## src/rtl/stp_pkg.sv

```systemverilog
// Shared constants for the STM32-to-MRAM serial receiver.
// Default word width is shared with the MRAM controller.
package stp_pkg;

    localparam int unsigned STP_DEFAULT_BUS_WIDTH = 8;

    // Counter must be able to represent 0..bus_width.
    function automatic int unsigned stp_cnt_w(input int unsigned bus_width);
        return $clog2(bus_width + 1);
    endfunction

endpackage

```

## src/rtl/stp_shift_core.sv

```systemverilog
// Serial shift register and bit counter; flags word_done on the final bit.
// Bit order selected by STP_MSB_FIRST_EN (defined: MSB-first, undefined: LSB-first).
module stp_shift_core
    import stp_pkg::*;
#(
    parameter int unsigned BUS_WIDTH = STP_DEFAULT_BUS_WIDTH,
    parameter int unsigned CNT_W     = stp_cnt_w(BUS_WIDTH)
) (
    input  logic                 clk,
    input  logic                 rst,
    input  logic                 en,
    input  logic                 data_in,
    input  logic                 frame_clr,
    output logic                 word_done,
    output logic [BUS_WIDTH-1:0] word,
    output logic                 busy
);

    logic [BUS_WIDTH-1:0] shreg;
    logic [CNT_W-1:0]     cnt;
    logic [BUS_WIDTH-1:0] shreg_next;

    always_comb begin
`ifdef STP_MSB_FIRST_EN
        shreg_next = {shreg[BUS_WIDTH-2:0], data_in};
`else
        shreg_next = {data_in, shreg[BUS_WIDTH-1:1]};
`endif
    end

    // frame_clr discards the bit in the same cycle, even a completion bit.
    assign word_done = en & ~frame_clr & (cnt == CNT_W'(BUS_WIDTH - 1));
    assign word      = shreg_next;
    assign busy      = (cnt != '0);

    always_ff @(posedge clk or posedge rst) begin
        if (rst) begin
            shreg <= '0;
            cnt   <= '0;
        end else if (frame_clr) begin
            shreg <= '0;
            cnt   <= '0;
        end else if (en) begin
            shreg <= shreg_next;
            cnt   <= word_done ? '0 : cnt + CNT_W'(1);
        end
    end

endmodule

```

## src/rtl/stp_deserializer.sv

```systemverilog
// Serial-to-parallel receiver with valid/ready holding register and sticky overrun.
// Bit order is chosen inside stp_shift_core via STP_MSB_FIRST_EN.
module stp_deserializer
    import stp_pkg::*;
#(
    parameter int unsigned BUS_WIDTH = STP_DEFAULT_BUS_WIDTH
) (
    input  logic                 clk,
    input  logic                 rst,
    input  logic                 en,
    input  logic                 data_in,
    input  logic                 frame_clr,
    output logic [BUS_WIDTH-1:0] out_data,
    output logic                 out_valid,
    input  logic                 out_ready,
    output logic                 busy,
    output logic                 overrun
);

    localparam int unsigned CNT_W = stp_cnt_w(BUS_WIDTH);

    logic                 word_done;
    logic [BUS_WIDTH-1:0] word;

    stp_shift_core #(
        .BUS_WIDTH (BUS_WIDTH),
        .CNT_W     (CNT_W)
    ) u_core (
        .clk       (clk),
        .rst       (rst),
        .en        (en),
        .data_in   (data_in),
        .frame_clr (frame_clr),
        .word_done (word_done),
        .word      (word),
        .busy      (busy)
    );

    always_ff @(posedge clk or posedge rst) begin
        if (rst) begin
            out_data  <= '0;
            out_valid <= 1'b0;
            overrun   <= 1'b0;
        end else begin
            if (word_done) begin
                // A consumer taking the old word this cycle frees the slot.
                if (!out_valid || out_ready) begin
                    out_data  <= word;
                    out_valid <= 1'b1;
                end else begin
                    overrun <= 1'b1;
                end
            end else if (out_valid && out_ready) begin
                out_valid <= 1'b0;
            end
            if (frame_clr) begin
                overrun <= 1'b0;
            end
        end
    end

endmodule

```

## config.mk

```make
export PLATFORM = sky130hd
export DESIGN_NAME = stp_deserializer
export DESIGN_NICKNAME = d
export VERILOG_FILES = /design/src/rtl/stp_pkg.sv /design/src/rtl/stp_shift_core.sv /design/src/rtl/stp_deserializer.sv
export SDC_FILE = /design/constraint.sdc
export NUM_CORES = 1
export LEC_CHECK = 0
export CORE_ASPECT_RATIO = 1.1
export CORE_MARGIN = 2
export CORE_UTILIZATION = 49
export CTS_CLUSTER_DIAMETER = 30
export DETAILED_ROUTE_END_ITERATION = 10
export GPL_ROUTABILITY_DRIVEN = 1
export GPL_TIMING_DRIVEN = 0
export PLACE_DENSITY = 0.76
export SETUP_SLACK_MARGIN = 0.02
export SKIP_LAST_GASP = 1
export SYNTH_ARGS = -nofsm -noshare
export SYNTH_HDL_FRONTEND = slang
export SYNTH_SLANG_ARGS = --single-unit
export TNS_END_PERCENT = 1
```

## constraint.sdc

```tcl
create_clock -name clk -period 2.2 [get_ports clk]
set_input_delay 0.22 -clock clk [delete_from_list [all_inputs] [get_ports clk]]
set_output_delay 0.22 -clock clk [all_outputs]
set_load 0.03 [all_outputs]
```

==> results of run 1 <==
critical path, cell delays in order (launching register included):
cell             delay (ns)
dfrtp_1                0.42
inv_1                  0.08
ha_1                   0.19
nand2_1                0.05
clkdlybuf4s50_1        0.66
layout make-up:
type	instances	area, µm²
Buffer	2	8.76
Clock buffer	3	22.5
Clock inverter	1	5.00
Fill cell	146	643
Inverter	4	15.0
Multi-Input combinational cell	45	359
Sequential cell	21	526
Tap cell	18	22.5
Timing Repair Buffer	16	160
placed cells by master, fill, tap and decap left out, drive strengths merged, types with 2 or more instances in the layout:
cell type,count
clkbuf,4
inv,4
nor2,10
nand2,3
clkdlybuf4s50,16
ha,2
nand2b,2
mux2i,8
mux2,8
a21oi,3
dfrtp,21
state kept, by name (all words and copies together) (netlist names):
| register | cells |
|---|---|
| out_valid | 1 |
| out_data | 8 |
| overrun | 1 |
| u_core.cnt | 4 |
| u_core.shreg | 7 |
power breakdown:
part / switching [mW] / internal [mW]
registers: 0.00510 / 0.391
clock network: 0.109 / 0.0675
logic: 0.0301 / 0.0221
kinds of logic (layout without fill, tap and decap cells):
family	after synthesis	count (layout)	share of synthesized area
AOI/OAI and AO/OA	4	4	0.0248
xor gates and xnor gates	1	1	0.00964
adders and majority gates	2	2	0.0275
buffers and inverters	6	26	0.0262
DFF	21	21	0.579
muxes	16	16	0.187
and+or+nand+nor	22	22	0.146
per-layer routing:
| layer | vias up | track usage |
|---|---|---|
| li1 | 284 | - |
| met1 | 278 | 0.193 |
| met2 | 7 | 0.248 |
| met3 | 2 | 0.0333 |
| met4 | 0 | 0.0686 |
| met5 | - | 0 |
worst paths after layout:
kind / slack, ns / endpoint / start
worst max-delay path: 0.29 / busy / u_core.cnt[0]$_DFFE_PP0P_
worst min-delay path: 0.35 / u_core.shreg[3]$_DFFE_PP0P_ / rst
worst max register to register: 0.45 / out_data[1]$_DFFE_PP0P_ / u_core.cnt[0]$_DFFE_PP0P_
worst min register to register: 0.52 / out_data[2]$_DFFE_PP0P_ / out_data[2]$_DFFE_PP0P_
max in group asynchronous: 1.36 / out_data[0]$_DFFE_PP0P_ / rst
min in group clk: 0.52 / out_data[2]$_DFFE_PP0P_ / out_data[2]$_DFFE_PP0P_
stage by stage:
stage	hold slack, ns	power, mW	cell area [µm²]	cells
5_1_grt	0.446	0.653	1120	110
4_1_cts	0.372	0.634	1120	110
2_1_floorplan	0.197	0.433	908	72
3_3_place_gp	0.489	0.456	1090	106
6_report	0.347	0.625	1120	110
3_5_place_dp	0.494	0.456	1090	106
==> reports/summary.json, run 1 <==
{
  "drive_above_1_share": 0.163,
  "synth_seq_area_share": 0.579,
  "floorplan.die.width_um": 45.1,
  "synth_cell_types": 20,
  "synthMostInstantiatedCell": "dfrtp_1",
  "grt_first_pass_wirelength_um": 2530,
  "vdd_drop_max_mv": 0.590,
  "critical_path_arrival_ns": 1.69,
  "route.vias.total": 571,
  "cp_max_fo": 4,
  "post-route-period-util": 0.870,
  "synth-seq-cells": 21,
  "timing.reg2reg.worst_path_depth": 4,
  "clock_latency_reported_for_the_late_side_of_the_worst_skew_pair_ns": 0.29,
  "setup_viol_count_final": 0,
  "post_synth_design_cell_area_um2": 908,
  "yosysWarnings": 0,
  "cts.clk_slew.worst_paths_ns": 0.12,
  "category_of_the_critical_setup_timing_path": "reg2out",
  "max_cap_viol_count": 0,
  "wl_met3_um": 44,
  "antenna_violations_before_repair": 0,
  "drt_iter0_markers": 1,
  "cellPowerDensity_nw_per_um2": 559,
  "grt_setup_unrepaired": "false",
  "grt_remaining_overflow": 0,
  "setup_tns_final_ns": 0,
  "ctsHoldBuffers": 0,
  "pin_count": 17,
  "crit_required_ns": 1.98,
  "finish.utilization": 0.635,
  "cts_root_buffer": "clkbuf_4",
  "setup.worst_path.end_class": "output port",
  "dominantRegCellSynth": "dfrtp_1",
  "m1WireLength_um": 660,
  "io_buffer_count": 16,
  "detailedRoute.firstPassIterationCount": 2,
  "cts_setup_buffers": 0,
  "initial_core_util": 0.516,
  "finClkSkew_ns": 0.0134,
  "relSlewSlack": 0.487,
  "avgSynthCellArea_um2": 12.6,
  "cts_tree": "done",
  "leakage_power_nw": 0.550,
  "finalHoldViolCount": 0,
  "worst_slack_ns": 0.287,
  "drc": 0,
  "synth-edff-count": 0,
  "fp.coreArea_um2": 1760,
  "area.growth.synth_to_final_pct": 23.1,
  "routed-wl-met2_um": 721,
  "ctsHtreeMaxLevel": 1,
  "timing_max_transition_violations_final": 0,
  "post_synth_main_area_contributors": "dfrtp_1 (58%), mux2_2 (9.9%), mux2i_1 (8.8%)",
  "postSynth.asyncResetShare": 1.00,
  "hp-class": "in2async",
  "syn-num-nets": 80,
  "die_height_um": 49.2,
  "grt_util_all_layers": 0.154,
  "netlist.area_leader.share": 0.579,
  "nets": 101,
  "synth_top_area_cell": "dfrtp_1",
  "placement_rows": 16,
  "clockBufferDepth": 2,
  "gp_congestion": 0.798,
  "post-route-min-period_ns": 1.91,
  "dp.final_hpwl_um": 1060,
  "cts_num_sinks": 21,
  "run_status": "completed",
  "die-area_um2": 2210,
  "setup.worst_path.start_class": "flip-flop",
  "cts_repair_resize_count": 0,
  "ys_top_cells_by_count": "dfrtp_1 (21), nor2_1 (10), mux2_2 (8), mux2i_1 (8), inv_1 (4)",
  "antennaDiodeCount": 0,
  "route.detailed.wl_per_inst_um": 13.1,
  "vias_per_cell": 5.19,
  "highest-signal-layer": "met4",
  "max_clock_freq_ghz": 0.523,
  "worst_slew_pin_slew_ns": 0.769,
  "synthCells": 72,
  "drt-total-wl_um": 1440,
  "ant_nets": 0,
  "via_count_of_the_first_global_routing_pass": 611,
  "pin_count_of_the_biggest_net_entering_global_routing": 22,
  "cts_made_buffers": 3,
  "dpl_worst_slack_ns": 0.299
}
No activity file was read; power rests on OpenSTA's default activity.
==> inputs of run 2 (changes only) <==
--- a/config.mk
+++ b/config.mk
@@ -13,6 +13,7 @@
 export GPL_ROUTABILITY_DRIVEN = 1
 export GPL_TIMING_DRIVEN = 0
 export PLACE_DENSITY = 0.76
+export RECOVER_POWER = 100
 export SETUP_SLACK_MARGIN = 0.02
 export SKIP_LAST_GASP = 1
 export SYNTH_ARGS = -nofsm -noshare
==> run 2 against run 1 <==
Global-route usage unchanged. Count of clock-buffer cells in the layout did not move. Critical path type unchanged. Final area down 1.9%.
==> reports/summary.json, run 2 (synthesized netlist as in run 1, its figures left out) <==
{
  "run_status": "completed",
  "cp_max_fo": 4,
  "clockBufferDepth": 2,
  "dp.final_hpwl_um": 1060,
  "drc": 0,
  "ant_nets": 0,
  "post-route-period-util": 0.895,
  "leakage_power_nw": 0.566,
  "grt_remaining_overflow": 0,
  "cts_repair_resize_count": 0,
  "ctsHtreeMaxLevel": 1,
  "setup.worst_path.end_class": "output port",
  "cts_setup_buffers": 0,
  "nFillCells": 149,
  "cts_num_sinks": 21,
  "finish.utilization": 0.623,
  "die_height_um": 49.2,
  "setup_viol_count_final": 0,
  "timing_max_transition_violations_final": 0,
  "critical_path.slowest_cell": "dlygate4sd3_1",
  "cp.buffers_inverters": 2,
  "total_area_of_sequential_cells_um2": 526,
  "setup.worst_path.start_class": "flip-flop",
  "critical_path_arrival_ns": 1.75,
  "grt_setup_unrepaired": "false",
  "crit_required_ns": 1.98,
  "via_count_of_the_first_global_routing_pass": 611,
  "max_clock_freq_ghz": 0.508,
  "worst_slew_pin_slew_ns": 0.769,
  "antennaDiodeCount": 0,
  "drt_iter0_markers": 5,
  "setup_tns_final_ns": 0,
  "vdd_drop_max_mv": 0.586,
  "pin_count_of_the_biggest_net_entering_global_routing": 22,
  "fp.coreArea_um2": 1760,
  "layout_common_cells": "dfrtp_1 (21), dlygate4sd3_1 (13), nor2_1 (10), mux2_2 (8), mux2i_1 (8)",
  "hp-class": "in2async",
  "clock_latency_reported_for_the_late_side_of_the_worst_skew_pair_ns": 0.29,
  "detailedRoute.firstPassIterationCount": 2,
  "vias_per_cell": 5.23,
  "worst_r2r_startpoint": "u_core.cnt[0]$_DFFE_PP0P_",
  "finalHoldViolCount": 0,
  "area.growth.synth_to_final_pct": 20.8,
  "cts_root_buffer": "clkbuf_4",
  "cellPowerDensity_nw_per_um2": 566,
  "initial_core_util": 0.516,
  "largest_reg_flops": 8,
  "grt_util_all_layers": 0.154,
  "most_frequent_standard_cell_in_the_layout_excluding_fill_and_tap_cells": "dfrtp_1",
  "die-area_um2": 2210,
  "largestRegisters": "out_data (8), u_core.shreg (7), u_core.cnt (4)",
  "post-route-min-period_ns": 1.97,
  "final.hold.worst_slack_ns": 0.486,
  "nets": 101,
  "relSlewSlack": 0.487,
  "largest-register": "out_data",
  "drive_above_1_share": 0.152,
  "category_of_the_critical_setup_timing_path": "reg2out",
  "multi_input_area_um2": 338,
  "cts_tree": "done",
  "gp_congestion": 0.798,
  "max_cap_viol_count": 0,
  "cts.clk_slew.worst_paths_ns": 0.12,
  "pin_count": 17,
  "floorplan.die.width_um": 45.1,
  "finClkSkew_ns": 0.0118,
  "io_buffer_count": 16,
  "max_stage_delay_ns": 0.73,
  "antenna_violations_before_repair": 0,
  "grt_first_pass_wirelength_um": 2530,
  "ctsHoldBuffers": 0,
  "cell_breakdown_of_the_critical_path": "inv_1, ha_1, nand2_1, dlygate4sd3_1",
  "placement_rows": 16,
  "cts_made_buffers": 3,
  "drt-total-wl_um": 1450,
  "route.vias.total": 575,
  "worst_setup_path_startpoint": "u_core.cnt[0]$_DFFE_PP0P_",
  "crit_family": "buffers and inverters",
  "route.detailed.wl_per_inst_um": 13.2
}
[run 2: changes by cell type in the layout (fill, tap and decap cells not counted)]
| cell | delta |
|---|---|
| nand4b_1 | +1 |
| nor3_4 | -1 |
| nor3_2 | +1 |
| nand4b_4 | -1 |
| clkdlybuf4s50_1 | -13 |
| dlygate4sd3_1 | +13 |
[run 2: cell type report]
class | instances | area share
Sequential cell | 21 | 0.479
Timing Repair Buffer | 16 | 0.146
Clock inverter | 1 | 0.00456
Clock buffer | 3 | 0.0205
Inverter | 4 | 0.0137
Tap cell | 18 | 0.0205
Buffer | 2 | 0.00798
Multi-Input combinational cell | 45 | 0.308
[run 2: report_power, final]
group	leakage (nW)	switching (mW)	internal, mW
sequential	0.291	0.00483	0.391
clock	0.0177	0.108	0.0675
combinational	0.257	0.0290	0.0205
total	0.566	0.142	0.479
[run 2: final timing paths]
check	endpoint	slack, ns	cells past startpoint
max	busy	0.23	4
min	u_core.shreg[3]$_DFFE_PP0P_	0.49	2
max reg2reg	out_data[1]$_DFFE_PP0P_	0.24	4
min reg2reg	out_data[2]$_DFFE_PP0P_	0.51	1
max in group asynchronous	out_data[0]$_DFFE_PP0P_	1.23	2
min in group clk	out_data[2]$_DFFE_PP0P_	0.51	1
[run 2: stage by stage]
step	cell area, µm²	instances	total power, mW	setup slack [ns]
after floorplan	908	72	0.433	0.655
after global placement	1090	106	0.456	0.343
after detailed placement	1090	106	0.456	0.299
after CTS	1120	110	0.634	0.286
after global routing	1100	110	0.650	0.128
final	1100	110	0.621	0.230
[run 2: metal layers]
layer,part of all wire,wire length (µm),track usage,vias to the layer above
met3,0.033,48,0.0333,4
met4,0.020,29,0.0686,0
met2,0.49,704,0.248,9
met5,0,0,0,-
met1,0.46,664,0.193,277
li1,-,-,-,285
==> inputs of run 3 (changes only) <==
--- a/config.mk
+++ b/config.mk
@@ -5,6 +5,7 @@
 export SDC_FILE = /design/constraint.sdc
 export NUM_CORES = 1
 export LEC_CHECK = 0
+export CAP_MARGIN = 20
 export CORE_ASPECT_RATIO = 1.1
 export CORE_MARGIN = 2
 export CORE_UTILIZATION = 49
==> results of run 3 <==
The final DEF is identical to that of run 2; final timing and power are the same.
